[config.mk]
export PLATFORM = sky130hd
export DESIGN_NAME = systolic_sequencer
export DESIGN_NICKNAME = d
export VERILOG_FILES = /design/src/rtl/systolic_sequencer_pkg.sv /design/src/rtl/systolic_sequencer_skew_line.sv /design/src/rtl/systolic_sequencer.sv
export SDC_FILE = /design/constraint.sdc
export NUM_CORES = 1
export LEC_CHECK = 0
export BUFFER_PORTS_ARGS = -buffer_cell sky130_fd_sc_hd__buf_2
export CAP_MARGIN = 20
export CORE_MARGIN = 10
export CORE_UTILIZATION = 40
export CTS_BUF_LIST = sky130_fd_sc_hd__clkbuf_2
export DETAILED_ROUTE_END_ITERATION = 10
export GPL_ROUTABILITY_DRIVEN = 0
export PLACE_DENSITY_LB_ADDON = 0.2
export SYNTH_ARGS = -nofsm -noshare
export SYNTH_HDL_FRONTEND = slang
export SYNTH_SLANG_ARGS = --single-unit
[constraint.sdc]
create_clock -name clk -period 2.8 [get_ports clk]
set_input_delay 0.84 -clock clk [delete_from_list [all_inputs] [get_ports clk]]
set_output_delay 0.84 -clock clk [all_outputs]
set_load 0.02 [all_outputs]
[src/rtl/systolic_sequencer_pkg.sv]
// Shared types and defaults for the systolic array sequencer.
package systolic_sequencer_pkg;

    localparam int N_DEFAULT = 8;

    typedef enum logic [1:0] {
        S_IDLE  = 2'd0,
        S_FEED  = 2'd1,
        S_FLUSH = 2'd2,
        S_DONE  = 2'd3
    } state_t;

endpackage

[src/rtl/systolic_sequencer_skew_line.sv]
// Bank of N one-bit delay lines sharing an enable. Column j is delayed by
// j stages (REVERSE=0, input skew) or by N-1-j stages (REVERSE=1, output
// deskew). A zero-depth column is a straight wire.
module skew_line
    import systolic_sequencer_pkg::*;
#(
    parameter int N       = N_DEFAULT,
    parameter bit REVERSE = 1'b0
) (
    input  logic         clk,
    input  logic         rst_n,
    input  logic         en,
    input  logic [N-1:0] din,
    output logic [N-1:0] dout
);

    for (genvar j = 0; j < N; j++) begin : g_col
        localparam int D = REVERSE ? (N - 1 - j) : j;
        if (D == 0) begin : g_wire
            assign dout[j] = din[j];
        end else begin : g_reg
            logic [D-1:0] sr;
            // Shift one stage per enabled cycle; oldest bit leaves at sr[D-1].
            always_ff @(posedge clk or negedge rst_n) begin
                if (!rst_n) begin
                    sr <= '0;
                end else if (en) begin
                    sr[0] <= din[j];
                    for (int k = 1; k < D; k++) begin
                        sr[k] <= sr[k-1];
                    end
                end
            end
            assign dout[j] = sr[D-1];
        end
    end

endmodule

[src/rtl/systolic_sequencer.sv]
// Sequencer for an external N-deep 1-bit systolic array: skews input rows
// into the array, deskews its outputs, and tracks valid vectors with a
// token pipeline so exactly N vectors leave per job, in order.
//
// state   | meaning
// --------+---------------------------------------------------------------
// S_IDLE  | waiting for start; array frozen
// S_FEED  | accepting N input rows, one array step per accepted row
// S_FLUSH | stepping zeros in for 2N-1 steps until all N outputs are taken
// S_DONE  | one-cycle completion pulse, then back to S_IDLE
module systolic_sequencer
    import systolic_sequencer_pkg::*;
#(
    parameter int N = N_DEFAULT
) (
    input  logic         clk,
    input  logic         rst_n,
    input  logic         start,
    output logic         busy,
    output logic         done,
    input  logic         in_valid,
    output logic         in_ready,
    input  logic [N-1:0] in_data,
    output logic         out_valid,
    input  logic         out_ready,
    output logic [N-1:0] out_data,
    output logic         arr_step,
    output logic [N-1:0] arr_din,
    input  logic [N-1:0] arr_dout
);

    // Counter width covers the longest count, the 2N-1 flush steps.
    localparam int CW = $clog2(2 * N);
    // Total pipeline depth from acceptance to out_data capture.
    localparam int TW = 2 * N - 1;
    localparam logic [CW-1:0] LAST_BEAT   = CW'(N - 1);
    localparam logic [CW-1:0] FLUSH_STEPS = CW'(2 * N - 1);
    localparam logic [CW-1:0] OUT_TOTAL   = CW'(N);

    state_t        state, state_nxt;
    logic          stall, handshake, accept, flush_step, step;
    logic [CW-1:0] beat_cnt, flush_cnt, out_cnt;
    logic [TW-1:0] tok;
    logic [N-1:0]  col_in, deskew_out;

    assign stall     = out_valid & ~out_ready;
    assign handshake = out_valid & out_ready;
    assign step      = accept | flush_step;
    assign arr_step  = step;

    // State register.
    always_ff @(posedge clk or negedge rst_n) begin
        if (!rst_n) begin
            state <= S_IDLE;
        end else begin
            state <= state_nxt;
        end
    end

    // Next-state and control decode; flush stops stepping once its count is reached.
    always_comb begin
        state_nxt  = state;
        busy       = 1'b1;
        done       = 1'b0;
        in_ready   = 1'b0;
        accept     = 1'b0;
        flush_step = 1'b0;
        col_in     = '0;
        case (state)
            S_IDLE: begin
                busy = 1'b0;
                if (start) begin
                    state_nxt = S_FEED;
                end
            end
            S_FEED: begin
                in_ready = ~stall;
                accept   = in_valid & ~stall;
                col_in   = in_data;
                if (accept && (beat_cnt == LAST_BEAT)) begin
                    state_nxt = S_FLUSH;
                end
            end
            S_FLUSH: begin
                flush_step = ~stall & (flush_cnt != FLUSH_STEPS);
                if ((flush_cnt == FLUSH_STEPS) && (out_cnt == OUT_TOTAL)) begin
                    state_nxt = S_DONE;
                end
            end
            S_DONE: begin
                done      = 1'b1;
                state_nxt = S_IDLE;
            end
            default: begin
                state_nxt = S_IDLE;
            end
        endcase
    end

    // Beat, flush and output counters, cleared when a job starts.
    always_ff @(posedge clk or negedge rst_n) begin
        if (!rst_n) begin
            beat_cnt  <= '0;
            flush_cnt <= '0;
            out_cnt   <= '0;
        end else if ((state == S_IDLE) && start) begin
            beat_cnt  <= '0;
            flush_cnt <= '0;
            out_cnt   <= '0;
        end else begin
            if (accept) begin
                beat_cnt <= beat_cnt + 1'b1;
            end
            if (flush_step) begin
                flush_cnt <= flush_cnt + 1'b1;
            end
            if (handshake) begin
                out_cnt <= out_cnt + 1'b1;
            end
        end
    end

    // Token pipeline and output register; a capture takes priority over clearing out_valid.
    always_ff @(posedge clk or negedge rst_n) begin
        if (!rst_n) begin
            tok       <= '0;
            out_valid <= 1'b0;
            out_data  <= '0;
        end else begin
            if (step) begin
                tok <= {tok[TW-2:0], accept};
            end
            if (step && tok[TW-1]) begin
                out_valid <= 1'b1;
                out_data  <= deskew_out;
            end else if (handshake) begin
                out_valid <= 1'b0;
            end
        end
    end

    skew_line #(.N(N), .REVERSE(1'b0)) u_skew (
        .clk   (clk),
        .rst_n (rst_n),
        .en    (step),
        .din   (col_in),
        .dout  (arr_din)
    );

    skew_line #(.N(N), .REVERSE(1'b1)) u_deskew (
        .clk   (clk),
        .rst_n (rst_n),
        .en    (step),
        .din   (arr_dout),
        .dout  (deskew_out)
    );

endmodule

-- Word-level counts from Yosys, hierarchy flattened
Cells that the tools add are included.
- flip-flop bits (word level): 94
- output and inout bits: 21
- input bits: 21
- logic and storage cells: 69
- equality and inequality tests: 10
- bitwise logic cells: 7
- muxes and demuxes: 18
- reduce and logical (&&, ||, !) cells: 10
- add/sub/neg operators: 3
- operator list (kind ; number):
    $mux W4 ; 6
    $add A4 B1 Y4 const B ; 3
    $eq A4 B4 Y1 const B ; 2
    $mux W8 ; 1
    $pmux W2 S4 ; 1
    $reduce_bool A2 Y1 ; 4
    $mux W1 ; 7
    $mux W2 ; 3
    $ne A2 B2 Y1 const B ; 3
    $and A1 B1 Y1 ; 4
    $eq A2 B2 Y1 const B ; 2
    $eq A4 B3 Y1 const B ; 1
    $logic_and A1 B1 Y1 ; 4
    $ne A4 B4 Y1 const B ; 1
    $reduce_and A3 Y1 ; 1
    $eq A2 B1 Y1 const B ; 1
    $logic_not A2 Y1 ; 1
    $not A1 Y1 ; 2
    $or A1 B1 Y1 ; 1

-- Logic depth before layout (Yosys ltp)
- word-level depth: 8
- depth in mapped cells: 8
- mapped depth without buffers: 6

-- Hierarchy
From an unflattened synthesis, not the netlist that was laid out.
- cell total of the unflattened synthesis: 279
- area, all modules: 4186.5 um^2
- modules (own cells, without submodules) (module ; cells each ; area an instance (um^2) ; seq. area each (um^2) ; times used):
    skew_line ; 67 ; 1202.4 ; 700.7 ; 2
    systolic_sequencer ; 145 ; 1781.7 ; 950.9 ; 1

-- Worst setup path before layout
No wires, ideal clock.
- kind: input-to-output
- start: in out_ready
- end: out arr_step
- stages: 7
- arrival: 1.682 ns
- slack: 0.278 ns
- buffers on the path: 3
- data required time: 1.960 ns
- path through: nand2b_1 buf_6 nand3_2 and2_4 buf_12 inv_12 buf_12
- word-level cells in the longest chain between the ends: 6
- elaborated cells on any way between the ends: 8
- classes of those cells: mux (2); bitwise (6)
- RTL lines (what ; RTL line ; text):
    start: declaration ; systolic_sequencer.sv:25 ; input logic out_ready,
    $not A1 Y1 * ; systolic_sequencer.sv:46 ; assign stall = out_valid & ~out_ready;
    $and A1 B1 Y1 * ; systolic_sequencer.sv:46 ;
    $not A1 Y1 * ; systolic_sequencer.sv:78, systolic_sequencer.sv:85 ;
    $and A1 B1 Y1, on equally long branches ; systolic_sequencer.sv:78, systolic_sequencer.sv:85 ;
    $mux W1 ; systolic_sequencer.sv:69 ; case (state)
    $or A1 B1 Y1 * ; systolic_sequencer.sv:48 ; assign step = accept | flush_step;
    end: declaration ; systolic_sequencer.sv:27 ; output logic arr_step,
Every way passes the cells marked *; elsewhere a longest branch is shown, timed or not.

-- Worst setup path after layout
- start: reg flush_cnt[0]
- end: out arr_step
- word-level cells in the longest chain between the ends: 4
- RTL lines (what ; RTL line ; text):
    start: declaration ; systolic_sequencer.sv:42 ; logic [CW-1:0] beat_cnt, flush_cnt, out_cnt;
    start signal: assignment ; systolic_sequencer.sv:115 ; flush_cnt <= flush_cnt + 1'b1;
    $ne A4 B4 Y1 ; systolic_sequencer.sv:85 ; flush_step = ~stall & (flush_cnt != FLUSH_STEPS);
    $and A1 B1 Y1 ; systolic_sequencer.sv:85 ;
    $mux W1 ; systolic_sequencer.sv:69 ;
    $or A1 B1 Y1 ; systolic_sequencer.sv:48 ;
No other way between the ends.

==> impl_results.md <==
- Rows: 37
- Hold_buf cts: 0
- First-pass GRT wire length: 12140 um
- Slew headroom: 63.17%
- Core area: 0.01032 mm^2
- Final HPWL DP: 4630 um
- Reg2reg setup slack: 0.85 ns
- Critical R2R Launch: flush_cnt[0]
- Switch Pwr: 1.935 mW
- Die height: 122.8 um
- Mapped Nets: 311
- Grt ovf: 0
- Final ANT Viol Nets: 0
- VDD IR-drop max: 0.5653 mV
- Cell Int Power: 3.656 mW
- Worst EP required: 1.96 ns
- I/O pin cnt: 42
- Slowest stage delay, CP: 0.44 ns
- Area leader, netlist: dfrtp_1
- Combinational share of power: 48.3%
- R2R cell count: 7
- Final Hold Fails: 0
- Worst skew pair latency: 0.54 ns
- Antenna Cells: 0
- YS warnings: 0
- Sum Neg Setup Slack: 0 ns
- Reg2reg end: u_deskew.g_col[1].g_reg.sr[2]
- Post-synth cell types: 31
- Sw Ratio: 34.60%
- Fraction of layout cells with a size suffix above 1: 45.32%
- Initial drt markers: 174
- Vias per Instance: 4.702
- Status: completed
- Clk slew on worst S/H paths: 0.23 ns
- DRC: 0
- Ranking of synthesized cells by area: dfrtp_1 (56%), mux2_4 (21%), mux2_2 (3.2%)
- Most used cell, CP: nand3_2
- NumNets Final: 357
- Max Cap Viol: 0
- Cells along the critical path: ha_1 > nand3_2 > nand3_2 > and2_4 > inv_12 > buf_2
- Register area share after synthesis: 55.64%
- Largest net degree at the start of global routing: 55
- Syn avg cell area: 15.05 um^2
- Full die area: 0.01508 mm^2
- Leakage: 2.296 nW
- GRT Total Usage: 10.08%
- DIE WIDTH: 122.8 um
- Initial antenna violation count: 0
- Layout Skew: 0.03195 ns
- RSZ-0062 raised after global routing: false
- Mapped cell area: 0.004228 mm^2
- Flop pwr share: 41.9%
- Worst slew pin tran: 0.5524 ns
- Power Dens Cells: 1215 mW/mm^2
- Buf/Inv on CP: 2
- Worst setup path class: reg -> out
- DRT Pass-1 Iters: 4
- Critical Path Fanout Max: 5
- Port Buffer Count: 41
- CP delay by family, top: flip-flops
- Crit path time final: 2.657 ns
- Root Buffer: clkbuf_2
- Yosys top cell area share: 55.64%
- Initial Utilization: 40.95%
- CTS tree: yes
- Clk sinks: 94
- CP Capture Type: output port
- Fillers: 964
- Fmax achieved: 376.3 MHz
- Max-slew violation count: 0
- Clock network fraction of total power: 9.8%
- Seq cells post-synth: 94
- Routed WL: 7009 um
- Clk buf depth: 2
- Slowest CP cell: dfrtp_1
- Routed len/inst: 15.01 um
- CTS Buf Count: 9
- Mapped Cells: 281
- Worst EP arrival: 1.82 ns
- Post-layout util: 44.59%
- H-tree depth: 3
- Setup violations, final: 0
- Fin crit share: 94.91%
- Area Growth Syn to Fin: 8.878%
- Vias in the first global route: 2371
- Worst setup startpoint: flush_cnt[0]
- Hold Path Class: in -> async
- Vias: 2196
- Worst setup SP type: register
per-layer routing:
| metal | wire (um) | global-route usage [%] |
|---|---|---|
| met3 | 397 | 4.178 |
| met4 | 93 | 3.756 |
| met2 | 2945 | 13.52 |
| met5 | 0 | 0 |
| met1 | 3572 | 14.09 |
synthesized netlist by cell type:
master / count
a21o_1: 1
a21oi_1: 3
and2_1: 3
and2_4: 1
and2b_1: 1
and3_1: 3
buf_12: 6
buf_2: 1
buf_4: 8
buf_6: 4
clkbuf_1: 2
dfrtp_1: 94
ha_1: 9
inv_1: 6
inv_12: 1
mux2_2: 12
mux2_4: 60
mux2i_1: 3
nand2_1: 11
nand2b_1: 1
nand3_1: 11
nand3_2: 2
nand3b_1: 1
nand4_1: 4
nand4b_1: 1
nor2_1: 11
o211ai_1: 1
o21ai_0: 11
or3_1: 1
xnor2_1: 2
xor2_1: 6
registers in the layout, summed over array words and instances (netlist names):
| register | flops |
|---|---|
| out_valid | 1 |
| out_cnt | 4 |
| state | 2 |
| u_skew.g_col.g_reg.sr | 28 |
| tok | 15 |
| out_data | 8 |
| flush_cnt | 4 |
| beat_cnt | 4 |
| u_deskew.g_col.g_reg.sr | 28 |
worst reg2reg max path, stage by stage (launching register included):
cell and delay (ns):
dfrtp_1 0.44, ha_1 0.24, nand3_2 0.13, nand3_2 0.09, and2_4 0.18, inv_12 0.06
buf_12 0.33, mux2_2 0.39
logic make-up after synthesis:
family / share of synthesized area (%)
buffers and inverters: 6.541
xor gates and xnor gates: 1.657
DFF: 55.64
and+or+nand+nor: 6.274
AOI/OAI and AO/OA: 2.012
adders and majority gates: 2.664
muxes: 25.21
power by group through the flow:
| stage | Sequential, mW | Combinational [mW] | Clock (mW) |
|---|---|---|---|
| floorplan | 2.36 | 2.38 | 0 |
| global placement | 2.37 | 2.63 | 0 |
| detailed placement | 2.38 | 2.66 | 0 |
| CTS | 2.35 | 2.71 | 0.588 |
| global route | 2.43 | 2.94 | 0.641 |
| finish | 2.34 | 2.70 | 0.548 |
placed cells by master, fill, tap and decap left out, types with 2 or more instances in the layout:
cell	Yosys	routed
mux2_4	60	60
mux2i_1	3	3
nand4_1	4	4
clkinvlp_4	0	2
o21ai_0	11	11
xnor2_1	2	2
ha_1	9	8
dfrtp_1	94	94
buf_12	6	2
clkbuf_2	0	11
nor2_1	11	11
a21oi_1	3	3
clkinv_2	0	2
and2_1	3	3
nand2_1	11	11
xor2_1	6	6
mux2_2	12	12
nand3_2	2	3
and3_1	3	3
inv_1	6	5
buf_2	1	40
nand3_1	11	10
buf_4	8	14
through the flow:
step / hold slack [ns] / std cells / total power, mW / worst slack, ns / instance area (um^2)
3_5_place_dp: 0.4724 / 447 / 5.047 / 0.2770 / 4468
2_1_floorplan: 0.4461 / 281 / 4.743 / 0.2783 / 4228
6_report: 0.2462 / 467 / 5.591 / 0.1426 / 4603
5_1_grt: 0.2086 / 467 / 6.015 / 0.005170 / 4603
4_1_cts: 0.2152 / 463 / 5.647 / 0.01495 / 4568
3_3_place_gp: 0.4602 / 447 / 4.995 / 0.2806 / 4468
worst max-delay path by stage:
| stage | endpoint | slack [ns] | cells past startpoint |
|---|---|---|---|
| 3_5_place_dp | arr_step | 0.28 | 6 |
| 2_1_floorplan | arr_step | 0.28 | 7 |
| 3_3_place_gp | arr_step | 0.28 | 6 |
| 6_report | arr_step | 0.14 | 6 |
| 5_1_grt | arr_step | 0.005 | 6 |
| 4_1_cts | arr_step | 0.01 | 6 |
final cells by class:
| cell class | count | area (um^2) | area share [%] |
|---|---|---|---|
| sequential | 94 | 2352 | 51.10 |
| multi-input combinational | 159 | 1617 | 35.12 |
| timing repair buffer | 56 | 345.3 | 7.502 |
| tap | 136 | 170.2 | 3.697 |
| clock buffer | 11 | 55.05 | 1.196 |
| inverter | 7 | 38.79 | 0.8426 |
| clock inverter | 4 | 25.02 | 0.5436 |
repair_timing:
action                                  4_1_cts  5_1_grt
gates resized for setup                       2        2
endpoints found under the hold margin         0        0
endpoints found under the setup margin        1        1
setup buffers                                 1        4
Power figures use the tool's default switching activity.
